--- src/rtl/crc24_attach.sv ---
// Serial CRC-24A attach stage: passes a 1032/6120-bit payload through with one
// cycle of latency, then appends the 24 gCRC24A parity bits MSB-first.
module crc24_attach (
  input  logic clk,
  input  logic reset,
  input  logic data_in,
  input  logic in_start,
  input  logic in_blocksize,
  output logic data_out,
  output logic CRC_start,
  output logic CRC_blocksize,
  output logic data_valid,
  output logic CRC_end,
  output logic busy
);

  typedef enum logic [1:0] {IDLE, PAYLOAD, PARITY} state_t;

  localparam logic [23:0] POLY       = 24'h864CFB;
  localparam logic [12:0] P_SMALL_M1 = 13'd1031;
  localparam logic [12:0] P_LARGE_M1 = 13'd6119;
  localparam logic [12:0] CRC_M1     = 13'd23;

  state_t      state_q, state_d;
  logic [12:0] cnt_q, cnt_d;
  logic [23:0] crc_q, crc_d;
  logic        bs_q, bs_d;
  logic        dout_q, dout_d;
  logic        start_q, start_d;
  logic        valid_q, valid_d;
  logic        end_q, end_d;
  logic        busy_q, busy_d;

  logic        fb;
  logic [23:0] crc_abs;
  logic [12:0] p_last;

  assign fb      = data_in ^ crc_q[23];
  assign crc_abs = {crc_q[22:0], 1'b0} ^ (fb ? POLY : 24'h0);
  assign p_last  = bs_q ? P_LARGE_M1 : P_SMALL_M1;

  always_comb begin
    state_d = state_q;
    cnt_d   = cnt_q;
    crc_d   = crc_q;
    bs_d    = bs_q;
    dout_d  = 1'b0;
    start_d = 1'b0;
    valid_d = 1'b0;
    end_d   = 1'b0;
    case (state_q)
      IDLE: begin
        if (in_start) begin
          // LFSR restarts from zero, so absorbing the first bit reduces to a select.
          bs_d    = in_blocksize;
          dout_d  = data_in;
          start_d = 1'b1;
          valid_d = 1'b1;
          crc_d   = data_in ? POLY : 24'h0;
          cnt_d   = 13'd1;
          state_d = PAYLOAD;
        end
      end
      PAYLOAD: begin
        dout_d  = data_in;
        valid_d = 1'b1;
        crc_d   = crc_abs;
        if (cnt_q == p_last) begin
          cnt_d   = 13'd0;
          state_d = PARITY;
        end else begin
          cnt_d = cnt_q + 13'd1;
        end
      end
      PARITY: begin
        dout_d  = crc_q[23];
        valid_d = 1'b1;
        crc_d   = {crc_q[22:0], 1'b0};
        if (cnt_q == CRC_M1) begin
          end_d   = 1'b1;
          cnt_d   = 13'd0;
          state_d = IDLE;
        end else begin
          cnt_d = cnt_q + 13'd1;
        end
      end
      default: state_d = IDLE;
    endcase
    busy_d = (state_d != IDLE);
  end

  always_ff @(posedge clk or posedge reset) begin
    if (reset) begin
      state_q <= IDLE;
      cnt_q   <= '0;
      crc_q   <= '0;
      bs_q    <= 1'b0;
      dout_q  <= 1'b0;
      start_q <= 1'b0;
      valid_q <= 1'b0;
      end_q   <= 1'b0;
      busy_q  <= 1'b0;
    end else begin
      state_q <= state_d;
      cnt_q   <= cnt_d;
      crc_q   <= crc_d;
      bs_q    <= bs_d;
      dout_q  <= dout_d;
      start_q <= start_d;
      valid_q <= valid_d;
      end_q   <= end_d;
      busy_q  <= busy_d;
    end
  end

  assign data_out      = dout_q;
  assign CRC_start     = start_q;
  assign CRC_blocksize = bs_q;
  assign data_valid    = valid_q;
  assign CRC_end       = end_q;
  assign busy          = busy_q;

endmodule

--- config.mk ---
export PLATFORM = sky130hd
export DESIGN_NAME = crc24_attach
export DESIGN_NICKNAME = d
export VERILOG_FILES = /design/src/rtl/crc24_attach.sv
export SDC_FILE = /design/constraint.sdc
export NUM_CORES = 1
export LEC_CHECK = 0
export CORE_UTILIZATION = 40
export CTS_BUF_LIST = sky130_fd_sc_hd__clkbuf_4
export CTS_CLUSTER_SIZE = 16
export DETAILED_ROUTE_END_ITERATION = 12
export RECOVER_POWER = 100
export SYNTH_ARGS = -nofsm -noshare
export SYNTH_HDL_FRONTEND = slang
export SYNTH_SLANG_ARGS = --single-unit
--- constraint.sdc ---
create_clock -name clk -period 1.85 [get_ports clk]
set_clock_uncertainty 0.1 [all_clocks]
set_input_delay 0.37 -clock clk [delete_from_list [all_inputs] [get_ports clk]]
set_output_delay 0.37 -clock clk [all_outputs]
set_load 0.02 [all_outputs]
==> impl_metrics.toml, run 1 <==
[sta]
fin_crit_ps = 1922
rsz0062_at_grt = "yes"
slew_violations = 0
timing.fmax_mhz = 520.4
worstMarginPinSlew_ps = 621.4
finalSetupViolCount = 14
fin_setup_tns_ps = -632.9
relSlewSlack = 0.5857
setup_slack_ps = -71.72
holdWs_ps = 336.4
post-route-period-util = 1.039
hold_violations = 0

[clocking]
root_buffer = "clkbuf_4"
clock-sinks = 45
clkTransAtPathRegs_ps = 150
cts_buffer_depth = 2
cts_tree = "done"
cts_buffers = 5
h-tree-depth = 2
clkLatencyLatePin_ps = 380

[logic_synthesis]
synth_area_sq_mm = 0.002182
synth_edf_count = 0
synthTopCellsByArea = "dfrtp_1, a22o_1, o211ai_1, nand2_1, ha_1"
synth_most_common_cell = "dfrtp_1"
ys_seq_area_frac = 0.5161
synthCells = 207
ys_warn_count = 0
yosys-top-cells-count = "dfrtp_1, a22o_1, nand2_1, nor2_1"
synth_top_area_cell = "dfrtp_1"
ys.flop_type = "dfrtp_1"
yosysTopAreaCellShare = 0.5161
ys_ff_latch = 45
synth_nets = 218
async_flop_share = 1.000
synth_area_per_cell_sq_um = 10.54
ys_types = 41

[routing]
vias = 1706
post_drt_wl_per_cell_um = 15.17
drt_wl_total_mm = 4.947
drt_first_pass_iters = 4
ant_nets = 0
first_iter_violations = 101
vias_per_cell = 5.233
post-route-drc-count = 0

[setup_path]
crit_type = "flip-flop to flip-flop"
r2r_end = "cnt_q[6]"
endpoint_kind = "flip-flop"
critPathRequiredTime_ps = 2000
r2r_slack_ps = -70
cp.arrival_ps = 2080
reg2reg_from = "cnt_q[7]"
startpoint_type = "flip-flop"
r2r_cells = 6
path_max_fanout = 6
critPathLaunch = "cnt_q[7]"

[final_layout]
final_cells = 326
fillCellCount = 454
antenna_cells = 0
final_net_count = 266
syn_to_final_growth_pct = 27.98
stdcell_area_sq_mm = 0.002793
drive_gt1_frac = 0.3086

[grt]
grt-ovfl-total = 0
grt_pass1_vias = 1651
grt_pass1_wl_mm = 7.983
grt_max_degree = 25
track_usage = 0.1884
antenna_found_initial = 0

[floorplanning]
row_count = 26
ios = 11
fp.coreArea_sq_mm = 0.005172
die_area_sq_mm = 0.005755
die_y_um = 75.86
start_util = 0.4219
die_x_um = 75.86

[placement]
routabilityCongestion = 0.7669
dp.cells = 314
dp.final_hpwl_mm = 3.302
place_area_sq_mm = 0.002640
port_buffers = 10

[pwr]
powerDensity_mw_per_mm2 = 1279
p_leak_nw = 1.242
vdd_drop_max_uv = 606.1

[run]
drv_cap = 0

[worst_hold_path]
min_path_type = "input port to asynchronous set/reset pin"

[status]
violations = "negative setup slack"
status = "finished with violations"
## flip-flops by register name, indices dropped and copies added (netlist names)
signal,cells
crc_q,24
cnt_q,13
state_q,2
CRC_blocksize,1
CRC_end,1
CRC_start,1
busy,1
data_out,1
data_valid,1
## cells in the final DEF (no fill, tap or decap), types with 2 or more instances in the layout
| master | netlist | final |
|---|---|---|
| nand3_1 | 5 | 5 |
| xnor2_1 | 3 | 3 |
| o211ai_1 | 12 | 12 |
| buf_4 | 1 | 37 |
| a21oi_2 | 1 | 10 |
| o21ai_0 | 4 | 3 |
| a21oi_1 | 12 | 2 |
| a22o_1 | 23 | 23 |
| dfrtp_1 | 45 | 45 |
| clkdlybuf4s50_1 | 0 | 4 |
| ha_1 | 6 | 6 |
| nand2_1 | 23 | 23 |
| inv_1 | 6 | 4 |
| nor3b_2 | 0 | 2 |
| nor2_1 | 13 | 12 |
| clkbuf_1 | 8 | 5 |
| buf_6 | 0 | 3 |
| inv_2 | 0 | 2 |
| xor2_1 | 8 | 8 |
| o21bai_1 | 3 | 3 |
| clkbuf_4 | 0 | 7 |
| nand4_1 | 3 | 3 |
## power breakdown
part           switching, mW  internal (mW)  leakage, nW
clock network          0.345          0.155       0.0318
logic                  0.902          0.748        0.623
registers              0.168           1.25        0.587
## layout make-up
cell class	count	area, sq um	share of cell area
Multi-Input combinational cell	143	1085	0.3884
Clock inverter	3	25.02	0.008961
Timing Repair Buffer	54	409.1	0.1465
Inverter	6	22.52	0.008065
Sequential cell	45	1126	0.4032
Clock buffer	5	37.54	0.01344
Tap cell	70	87.58	0.03136
## routing by layer
metal  share of wire  GRT usage  up-vias
met5               0          0        -
met4           0.014    0.05967        0
met3           0.027    0.03968        5
met2            0.47     0.2930       23
met1            0.49     0.2628      831
li1                -          -      847
## repair_timing
action,in CTS,in global routing
gates cloned,0,1
endpoints found under the setup margin,28,36
gates resized for setup,6,28
buffers inserted,0,3
pin swaps,0,15
hold buffers,0,0
## worst max-delay path: stages, from the launching register on
cell and delay (ps):
dfrtp_1 410, or4_4 560, a2bb2o_4 240, a21oi_4 70, o21ai_4 190, buf_6 170
a21oi_2 60
## kinds of logic after synthesis
| kind of cell | after synthesis | synth area share |
|---|---|---|
| AO/OA/AOI/OAI | 63 | 0.2173 |
| AND/OR/NAND/NOR | 62 | 0.1462 |
| flip-flops | 45 | 0.5161 |
| buffers and inverters | 19 | 0.03670 |
| XOR/XNOR | 11 | 0.04415 |
| adder cells (fa/ha/maj) | 6 | 0.03440 |
| multiplexers | 1 | 0.005160 |
## through the flow
step | setup slack [ps] | utilization | power [mW]
CTS | -42.54 | 0.5254 | 3.511
global placement | -169.0 | 0.5104 | 2.981
global route | -144.7 | 0.5399 | 3.825
floorplan | -12.47 | - | 2.445
detailed placement | -210.3 | 0.5104 | 2.999
finish | -71.72 | 0.5399 | 3.571
## worst max-delay path by stage
stage                     depth (start not counted)  slack, ps        end
after CTS                                         6        -40   cnt_q[6]
final                                             6        -70   cnt_q[6]
after global placement                            7       -170  cnt_q[11]
after detailed placement                          7       -210   cnt_q[2]
after floorplan                                   8        -10  crc_q[11]
after global routing                              5       -140       busy
No activity file was read; power rests on OpenSTA's default activity.
==> inputs of run 2 (changes only) <==
--- a/config.mk
+++ b/config.mk
@@ -5,8 +5,10 @@
 export SDC_FILE = /design/constraint.sdc
 export NUM_CORES = 1
 export LEC_CHECK = 0
+export ABC_AREA = 1
 export CORE_UTILIZATION = 40
 export CTS_BUF_LIST = sky130_fd_sc_hd__clkbuf_4
+export CTS_CLUSTER_DIAMETER = 60
 export CTS_CLUSTER_SIZE = 16
 export DETAILED_ROUTE_END_ITERATION = 12
 export RECOVER_POWER = 100
==> impl_metrics.toml, run 2 <==
[routing]
ant_nets = 0
vias = 1967
first_iter_violations = 134
drt_first_pass_iters = 4
drt_wl_total_mm = 5.146
post_drt_wl_per_cell_um = 13.23
post-route-drc-count = 0
vias_per_cell = 5.057

[setup_path]
crit_end = "CRC_start"
r2r_slack_ps = 100
worstPathCellList = "clkdlybuf4s50_1"
startpoint_type = "flip-flop"
r2r_end = "crc_q[15]"
r2r_cells = 6
worstSetupPathDepth = 1
critPathBufInv = 1
crit_family = "buffers and inverters"
critPathLaunch = "CRC_start"
endpoint_kind = "primary output"
slowest_delay_ps = 590
cp.arrival_ps = 1320
critPathRequiredTime_ps = 1380
reg2reg_from = "state_q[1]"
crit_path_top_delay_cell = "clkdlybuf4s50_1"
crit_type = "flip-flop to primary output"
path_max_fanout = 1

[grt]
grt_pass1_wl_mm = 8.756
grt_pass1_vias = 1870
grt_max_degree = 46
track_usage = 0.1776
grt-ovfl-total = 0
antenna_found_initial = 0

[floorplanning]
start_util = 0.4131
die_x_um = 80.20
ios = 11
die_area_sq_mm = 0.006432
row_count = 28
fp.coreArea_sq_mm = 0.005921
die_y_um = 80.20

[clocking]
hold_buffers = 0
cts_buffers = 5
cts_buffer_depth = 2
clkTransAtPathRegs_ps = 170
cts_tree = "done"
clkLatencyLatePin_ps = 380
h-tree-depth = 2
clock-sinks = 45
root_buffer = "clkbuf_4"

[sta]
slew_violations = 0
holdWs_ps = 413.3
fin_crit_ps = 1792
finalSetupViolCount = 0
hold_violations = 0
relSlewSlack = 0.2612
post-route-period-util = 0.9687
timing.fmax_mhz = 558.0
worstMarginPinSlew_ps = 1108

[final_layout]
final_net_count = 324
largestRegisters = "crc_q (24), cnt_q (13), state_q (2)"
final_cell_mix = "nand2_1, dfrtp_1, inv_1, a21oi_1, nor2_1"
largest_register = "crc_q"
largest_reg_flops = 24
stdcell_area_sq_mm = 0.002716
antenna_cells = 0
syn_to_final_growth_pct = 11.05
fillCellCount = 588
drive_gt1_frac = 0.1433
layout_commonest_cell = "nand2_1"

[placement]
port_buffers = 10
routabilityCongestion = 0.8220
dp.final_hpwl_mm = 3.658
place_area_sq_mm = 0.002690

[logic_synthesis]
ys_types = 30
synth_most_common_cell = "nand2_1"
synth_top_area_cell = "dfrtp_1"
ys_ff_latch = 45
synthTopCellsByArea = "dfrtp_1, nand2_1, inv_1, a21oi_1, nand3_1"
yosys-top-cells-count = "nand2_1, dfrtp_1, inv_1, a21oi_1, nor2_1"
async_flop_share = 1.000
ys_seq_area_frac = 0.4604
synth_edf_count = 0
synth_area_per_cell_sq_um = 8.464
synth_area_sq_mm = 0.002446
synth_nets = 300
synthCells = 289
ys.flop_type = "dfrtp_1"
yosysTopAreaCellShare = 0.4604
ys_warn_count = 0

[pwr]
vdd_drop_max_uv = 607.7
p_leak_nw = 1.246
powerDensity_mw_per_mm2 = 1271

[run]
drv_cap = 0

[status]
status = "complete, no violations"

[worst_hold_path]
min_path_type = "flip-flop to flip-flop"
[run 2: changes by cell type after synthesis, moves of 5 or more]
cell / delta
a21oi_2: +8
inv_1: +30
nand2_1: +42
nand2_2: +6
buf_6: +5
clkbuf_1: -7
a22o_1: -23
a32o_1: +6
nor2_1: +8
o21ai_0: +5
o211ai_1: -8
a21oi_1: +9
nand3_1: +15
[run 2: final cells by class]
type                    instances  area, sq um  area share
multi-input cells             196         1066      0.3924
flip-flops and latches         45         1126      0.4146
inverters                      39        150.1     0.05527
clock buffers                   5        37.54     0.01382
repair buffers                 26        214.0     0.07877
clock inverters                 3        28.78     0.01059
well taps                      75        93.84     0.03455
[run 2: stage by stage]
step	TNS [ps]	util	std cells	power, mW	setup WS, ps
after floorplan	0	-	289	2.506	222.2
after global routing	-19.03	0.4588	389	3.733	-15.88
after detailed placement	-287.3	0.4544	379	2.979	-31.05
final	0	0.4588	389	3.452	57.97
after CTS	0	0.4653	387	3.524	12.76
after global placement	-30.19	0.4544	379	2.942	-14.95
[run 2: how the worst min path moves through the flow]
stage	slack, ps	cells after the start	endpoint	startpoint
detailed placement	380	1	crc_q[19]	crc_q[19]
global placement	380	1	crc_q[8]	crc_q[8]
finish	410	1	crc_q[20]	crc_q[20]
floorplan	360	1	crc_q[19]	crc_q[19]
CTS	230	3	cnt_q[7]	reset
global route	420	1	crc_q[19]	crc_q[19]
[run 2: metal layers]
metal | GRT usage | vias up | wire (um)
met4 | 0.03929 | 0 | 21
met1 | 0.2301 | 953 | 2493
met3 | 0.04091 | 2 | 140
met2 | 0.3009 | 25 | 2491
met5 | 0 | - | 0
li1 | - | 987 | -
[run 2: repair_timing]
item | in CTS | in global routing
gates resized for setup | 1 | 7
endpoints found under the setup margin | 1 | 19
cloned | 0 | 0
setup buffers | 0 | 2
[run 2: power by group]
part           internal (mW)  switching [mW]  total, mW
logic                  0.562           0.951       1.51
clock network          0.168           0.378      0.546
registers               1.25           0.141       1.39
total                   1.98            1.47       3.45
[run 2: cell families after synthesis]
kind of cell             Yosys count  share of synthesized area
flip-flops                        45                     0.4604
adder cells (fa/ha/maj)            6                    0.03069
XOR/XNOR                           8                    0.02865
buffers and inverters             48                    0.09309
AND/OR/NAND/NOR                  129                     0.2435
AO/OA/AOI/OAI                     53                     0.1437
